`src/rtl/vga_capture.sv`:
```
// vga_capture: locks to a VGA timing stream, emits active pixels with
// coordinates, and produces a per-frame colour checksum.
module vga_capture #(
  parameter int HRES    = 640,
  parameter int VRES    = 480,
  parameter int H_TOTAL = 800,
  parameter int V_TOTAL = 525
) (
  input  logic        clk,
  input  logic        rst,
  input  logic        pix_en,
  input  logic        hsync,
  input  logic        vsync,
  input  logic        blank_b,
  input  logic [7:0]  r,
  input  logic [7:0]  g,
  input  logic [7:0]  b,
  output logic        pix_valid,
  output logic [9:0]  px_x,
  output logic [9:0]  px_y,
  output logic [23:0] px_rgb,
  output logic        locked,
  output logic [7:0]  err_cnt,
  output logic [23:0] frame_sum,
  output logic        frame_sum_valid
);

  typedef enum logic [1:0] {
    ST_SEARCH,
    ST_MEASURE,
    ST_LOCKED
  } state_t;

  localparam logic [11:0] HT = 12'(H_TOTAL);
  localparam logic [10:0] VT = 11'(V_TOTAL);
  localparam logic [9:0]  HR = 10'(HRES);
  localparam logic [9:0]  VR = 10'(VRES);

  state_t      state, state_nxt;
  logic        hs_q, vs_q;
  logic [10:0] h_cnt;
  logic [9:0]  x_cnt;
  logic [10:0] line_cnt;
  logic [9:0]  act_lines;
  logic        len_bad;
  logic [23:0] acc;
  logic        err_inc;

  logic        line_ev, frame_ev, act;
  logic [11:0] line_len;
  logic        len_ok, had_px, x_bad;
  logic [10:0] line_tot;
  logic [9:0]  act_tot, x_base, y_base;
  logic        line_fail, frame_fail, meas_fail;
  logic [23:0] rgb;

  assign line_ev  = pix_en & hs_q & ~hsync;
  assign frame_ev = pix_en & vs_q & ~vsync;
  assign act      = pix_en & blank_b;
  assign rgb      = {r, g, b};

  assign line_len = {1'b0, h_cnt} + 12'd1;
  assign len_ok   = line_len == HT;
  assign had_px   = x_cnt != '0;
  assign x_bad    = had_px & (x_cnt != HR);

  // Totals include a line event on this very sample.
  assign line_tot = line_cnt
                  + {10'd0, line_ev & (line_cnt != '1)};
  assign act_tot  = act_lines
                  + {9'd0, line_ev & had_px & (act_lines != '1)};
  assign x_base   = line_ev ? '0 : x_cnt;
  assign y_base   = frame_ev ? '0 : act_tot;

  assign line_fail  = line_ev & (~len_ok | x_bad);
  assign frame_fail = frame_ev
                    & ((line_tot != VT) | (act_tot != VR));
  assign meas_fail  = (line_tot != VT) | len_bad
                    | (line_ev & ~len_ok);

  always_ff @(posedge clk or negedge rst) begin
    if (!rst) state <= ST_SEARCH;
    else if (pix_en) state <= state_nxt;
  end

  always_comb begin
    state_nxt = state;
    err_inc   = 1'b0;
    unique case (state)
      ST_SEARCH: begin
        if (frame_ev) state_nxt = ST_MEASURE;
      end
      ST_MEASURE: begin
        if (frame_ev) begin
          if (meas_fail) begin
            state_nxt = ST_SEARCH;
            err_inc   = 1'b1;
          end else begin
            state_nxt = ST_LOCKED;
          end
        end
      end
      ST_LOCKED: begin
        if (line_fail | frame_fail) begin
          state_nxt = ST_SEARCH;
          err_inc   = 1'b1;
        end
      end
      default: state_nxt = ST_SEARCH;
    endcase
  end

  assign locked = state == ST_LOCKED;

  always_ff @(posedge clk or negedge rst) begin
    if (!rst) begin
      hs_q            <= 1'b1;
      vs_q            <= 1'b1;
      h_cnt           <= '0;
      x_cnt           <= '0;
      line_cnt        <= '0;
      act_lines       <= '0;
      len_bad         <= 1'b0;
      acc             <= '0;
      err_cnt         <= '0;
      frame_sum       <= '0;
      frame_sum_valid <= 1'b0;
      pix_valid       <= 1'b0;
      px_x            <= '0;
      px_y            <= '0;
      px_rgb          <= '0;
    end else begin
      pix_valid       <= 1'b0;
      frame_sum_valid <= 1'b0;
      if (pix_en) begin
        hs_q <= hsync;
        vs_q <= vsync;
        if (line_ev) h_cnt <= '0;
        else if (h_cnt != '1) h_cnt <= h_cnt + 11'd1;
        x_cnt <= x_base
               + {9'd0, act & (x_base != '1)};
        line_cnt  <= frame_ev ? '0 : line_tot;
        act_lines <= frame_ev ? '0 : act_tot;
        // Length history restarts with each measured frame.
        if (frame_ev) len_bad <= 1'b0;
        else if (line_ev & ~len_ok) len_bad <= 1'b1;
        if (err_inc && err_cnt != 8'hff)
          err_cnt <= err_cnt + 8'd1;
        if (frame_ev) begin
          frame_sum       <= acc;
          frame_sum_valid <= 1'b1;
          acc             <= blank_b ? rgb : '0;
        end else if (act) begin
          acc <= acc + rgb;
        end
        if (act && state == ST_LOCKED) begin
          pix_valid <= 1'b1;
          px_x      <= x_base;
          px_y      <= y_base;
          px_rgb    <= rgb;
        end
      end
    end
  end

endmodule

```
`config.mk`:
```
export PLATFORM = sky130hd
export DESIGN_NAME = vga_capture
export DESIGN_NICKNAME = d
export VERILOG_FILES = /design/src/rtl/vga_capture.sv
export SDC_FILE = /design/constraint.sdc
export NUM_CORES = 1
export LEC_CHECK = 0
export ABC_AREA = 1
export ABC_CLOCK_PERIOD_IN_PS = 6900
export CORE_UTILIZATION = 58
export CTS_BUF_LIST = sky130_fd_sc_hd__clkbuf_8
export DETAILED_ROUTE_END_ITERATION = 10
export GPL_ROUTABILITY_DRIVEN = 1
export GPL_TIMING_DRIVEN = 0
export PLACE_DENSITY = 0.83
export SLEW_MARGIN = 30
export SYNTH_ARGS = -nofsm -noshare
export SYNTH_HDL_FRONTEND = slang
export SYNTH_SLANG_ARGS = --single-unit
```
`constraint.sdc`:
```
create_clock -name clk -period 6.9 [get_ports clk]
set_clock_uncertainty 0.15 [all_clocks]
set_input_delay 0.69 -clock clk [delete_from_list [all_inputs] [get_ports clk]]
set_output_delay 0.69 -clock clk [all_outputs]
set_load 0.03 [all_outputs]
```
==> results.md <==
- The flow ran to the end, and the final reports show no timing, DRC or antenna violations.
- In this run the tightest slew margin relative to its limit is a little under three fifths.
- Broken down by cell family, the worst path's largest delay share belongs to simple AND/OR/NAND/NOR gates.
- The signal on the critical path passes through clkdlybuf4s50_1 > inv_2 > nor2_1 > nand2_1 > inv_2 > clkbuf_1 > o31ai_1 > inv_1 > ha_1 > ha_1 > inv_1 > nor2_1 > nand2_1 > xor2_1 > nand3_1 > nor2_2 > nand2_1 > nand2_1 > nand2_1 > nand2_2 > nand2_4 > nand2_4 > nand2_1 > nand2_1.
- The tree built by TritonCTS fans out to approximately 150 sinks.
- The number of buffers and inverters on the critical path is 6.
- Using the TritonRoute via totals, the vias-per-cell ratio works out to ~5.6.
- On the critical path, the stage with the largest delay is an instance of clkdlybuf4s50_1.
- After clock tree synthesis, the clock-pin slew on the worst setup and hold paths is roughly 0.080 ns.
- Once detailed placement completed, the half-perimeter wirelength came to 16,400 um.
- In this run, post-CTS repair resized a total of 0 instances.
- The total setup buffers inserted after CTS is 0.
- The completed layout was analyzed and its total power is slightly above 3 mW.
- The netlist uses 39 different library cells.
- Row generation in the floorplan step produced 43 rows.
- The die footprint is 0.0149 sq mm.
- In this run the cell area of the synthesized design comes to around 0.0084 sq mm.
- Pin placement for this block handled 109 I/O pins.
- Leaving out filler cells and counting taps, the final layout contains ~1,400.
- The summed negative setup slack over all endpoints is 0 ns.
- After filler insertion, the fill cell instance count of the layout stands at 1,115.
- For this design the static power due to leakage is about 4.8 nW.
- The path category of the worst min-delay check is primary input to async pin.
- In the finished design, the share of the clock period the worst path needs comes to roughly three fifths.
- The critical path is of the primary input to flop type.
- Setup violations remaining at the end of the flow were counted as 0.
- On the final layout, the worst hold slack is between 0.0007 and 0.0008 ns.
- Across the run, the number of max-cap violations was 0.
- The leftover overflow at the end of global routing is 0.
- The largest area contributor in the netlist is dfrtp_1.
- The area share of the largest cell type after synthesis is ~44%.
- The chip width is 122 um.
- Routability-driven placement finished with a final weighted congestion of 0.970.
- For this configuration, the core starts out at a cell density of 59.8%.
- The clock root buffer master is clkbuf_8.
- The largest net degree at the start of global routing is 89.
- The synthesized netlist net count is ~1,200.
- The kind of start point of the critical path is a primary input.
- The cell area after layout is a little over 0.01 sq mm.
- The number of hold-slack violations in the final timing report was 0.
- The region available for standard cell placement spans roughly 0.014 sq mm.
- The initial antenna violation count is 0.
- The global-route wire length before repair is roughly 37,000 um.
- After synthesis, the share of flip-flops with an asynchronous set or reset is 100%.
- In the synthesized netlist, the number of instances is approximately 1,100.
- Along the worst path, the maximum fanout reaches 10.
- The pre-antenna-repair detailed-routing pass consisted of 5 iterations.
- Setup repair after global routing left no endpoint under its margin.
- The number of CTS-inserted buffers is 17.
- The final critical path time including I/O delays and setup is approximately 4.1 ns.
- Compared with the post-synthesis result, the final layout area differs by 20.6%.
- The antenna diode instance count is 0.
- The via count of the first global-routing pass was around 7,700.
- During synthesis, Yosys emitted a total of 0 warnings.
- In this run the power density over the cells is approximately 300 mW/mm^2.
- The number of buffers inserted for hold repair after clock tree synthesis is 0.
- The pin slew with the least headroom to its limit is between 0.6 and 0.7 ns.
- The number of enable flip-flop cells after synthesis is 0.
- The later pin in the worst-skew pair is clocked with a latency of between 0.4 and 0.5 ns.
- The maximum vdd ir drop is ~0.21 mV.
- The net count reported at finish is 1,307.
- In the final layout, the share of cells above drive strength 1 is about 5.3%.
- The clock tree from TritonCTS is yes.
- Once placement finished, the instance area stood at between 0.009 and 0.01 sq mm.
- The endpoint kind of the worst setup timing path is a flop.
- Dividing the synthesized area by the synthesized cell count gives 7.51 sq um.
- The highest cell delay on the worst timing path is between 0.6 and 0.7 ns.
- The H-tree level count is 4.
- The clock passes through at most 2 buffers.
- In the global route stage, overall resource usage came out at between 30% and 40%.
- Wires add up to ~23,000 um.
- The critical path's most frequent cell is nand2_1.
- The required time reported for the critical path endpoint is roughly 7.1 ns.
- The count of state elements after synthesis is 149.
- The number of cells in the design after placement is around 1,400.
- The first routing iteration left 703 violations.
- Static timing analysis puts the maximum clock frequency at 241 MHz.
- The dominant register cell in the synthesized netlist is dfrtp_1.
- During placement, the flow inserted port buffers numbering roughly 110.
- In this run the vertical extent of the chip is ~120 um.
- After detailed routing, the average wire length per cell comes to roughly 16 um.
- Ranked by total cell area, the synthesized netlist is headed by dfrtp_1 (44%), nand2_1 (17%), nand3_1 (5.6%).
- The total count of max-transition violations in the final report came to 0.
- Summing the sequential cell areas from Yosys gives between 40% and 50% of the chip area.
- The antenna violation net count after detailed routing is 0.
- STA puts the critical path data arrival time at between 4 and 5 ns.
- For this run, design rule violations remaining after detail routing come to 0.
- The routed layout has ~8,000 vias.
==> path summary, 6_finish.rpt <==
| kind | from | to | slack, ns | cells past startpoint |
|---|---|---|---|---|
| min in group clk | px_rgb[19] | px_rgb[19] | 0.33 | 2 |
| worst max register to register | hs_q | err_cnt[6] | 3.29 | 21 |
| max in group asynchronous | rst | vs_q | 5.80 | 2 |
| worst min-delay path | rst | line_cnt[4] | 0.0008 | 1 |
| worst min register to register | px_rgb[19] | px_rgb[19] | 0.33 | 2 |
| worst max-delay path | pix_en | err_cnt[6] | 2.76 | 24 |
==> final cells by class <==
type	instances	area, sq um	share of cell area [%]
Clock buffer	20	275	2.73
Timing Repair Buffer	109	1110	11.0
Multi-Input combinational cell	826	4100	40.6
Tap cell	180	225	2.23
Clock inverter	11	110	1.09
Sequential cell	149	3730	37.0
Inverter	101	379	3.76
Buffer	37	156	1.55
==> registers in the layout, indices dropped and copies added, names as in the netlist <==
register / flops
px_rgb: 24
frame_sum: 24
px_y: 10
x_cnt: 10
hs_q: 1
pix_valid: 1
act_lines: 10
frame_sum_valid: 1
vs_q: 1
len_bad: 1
state: 2
h_cnt: 11
err_cnt: 8
px_x: 10
acc: 24
line_cnt: 11
==> report_power, final <==
part	total (mW)	switching (mW)	internal, mW
logic	1.25	0.783	0.471
registers	1.16	0.128	1.03
clock network	0.673	0.330	0.343
==> cells in the final DEF (no fill, tap or decap), types with 10 or more instances in the layout <==
master / count
nor3_1: 19
o21ai_0: 68
nand3_1: 93
buf_2: 11
clkbuf_8: 20
nor2_1: 75
dfrtp_1: 147
nand2_1: 377
xor2_1: 12
clkdlybuf4s50_1: 107
a21oi_1: 39
nand4_1: 18
a31oi_1: 17
clkbuf_1: 23
nor2_2: 10
inv_1: 99
o22ai_1: 15
ha_1: 35
==> layer usage <==
metal | global-route usage, % | vias to the layer above | wire length, um
met3 | 6.23 | 48 | 1350
met2 | 54.3 | 301 | 11200
met5 | 0 | - | 0
met4 | 12.9 | 0 | 592
li1 | - | 3893 | -
met1 | 39.6 | 3788 | 9540
==> cells in the mapped netlist, types with 3 or more instances <==
cell type / n
xor2_1: 12
nand2_2: 3
xnor2_1: 8
nand3_1: 93
a31oi_1: 17
o31ai_1: 3
o21bai_1: 5
nand3b_1: 6
inv_2: 3
inv_1: 97
o21ai_0: 68
nor2_1: 75
clkbuf_1: 23
nand2_1: 377
nand4_1: 18
o21a_1: 3
nor4_1: 4
dfrtp_1: 147
nor2_2: 10
o22ai_1: 15
nor3_1: 19
buf_2: 11
a21boi_0: 4
a21oi_1: 39
ha_1: 35
==> metrics by stage <==
step	utilization, %	setup WS, ns
after floorplan	-	3.74
after global placement	69.1	-0.888
after detailed placement	69.4	2.37
after CTS	72.1	2.79
after global routing	72.1	2.48
final	72.1	2.76
==> worst register-to-register path: cells and delay by family, from the launching register on <==
family	cells	cell delay [ns]
AND/OR/NAND/NOR	13	1.36
buffers and inverters	4	0.70
flip-flops	1	0.54
XOR/XNOR	1	0.23
AO/OA/AOI/OAI	1	0.15
adder cells (fa/ha/maj)	2	0.44
==> logic make-up (layout without fill, tap and decap cells) <==
kind of cell             count (synthesis)  after routing  synth area share, %
AND/OR/NAND/NOR                        611            611                 30.8
flip-flops                             149            149                 44.6
buffers and inverters                  138            278                 6.40
adder cells (fa/ha/maj)                 36             36                 5.48
XOR/XNOR                                20             20                 2.09
AO/OA/AOI/OAI                          159            159                 10.6
(Power assumes the default switching activity.)
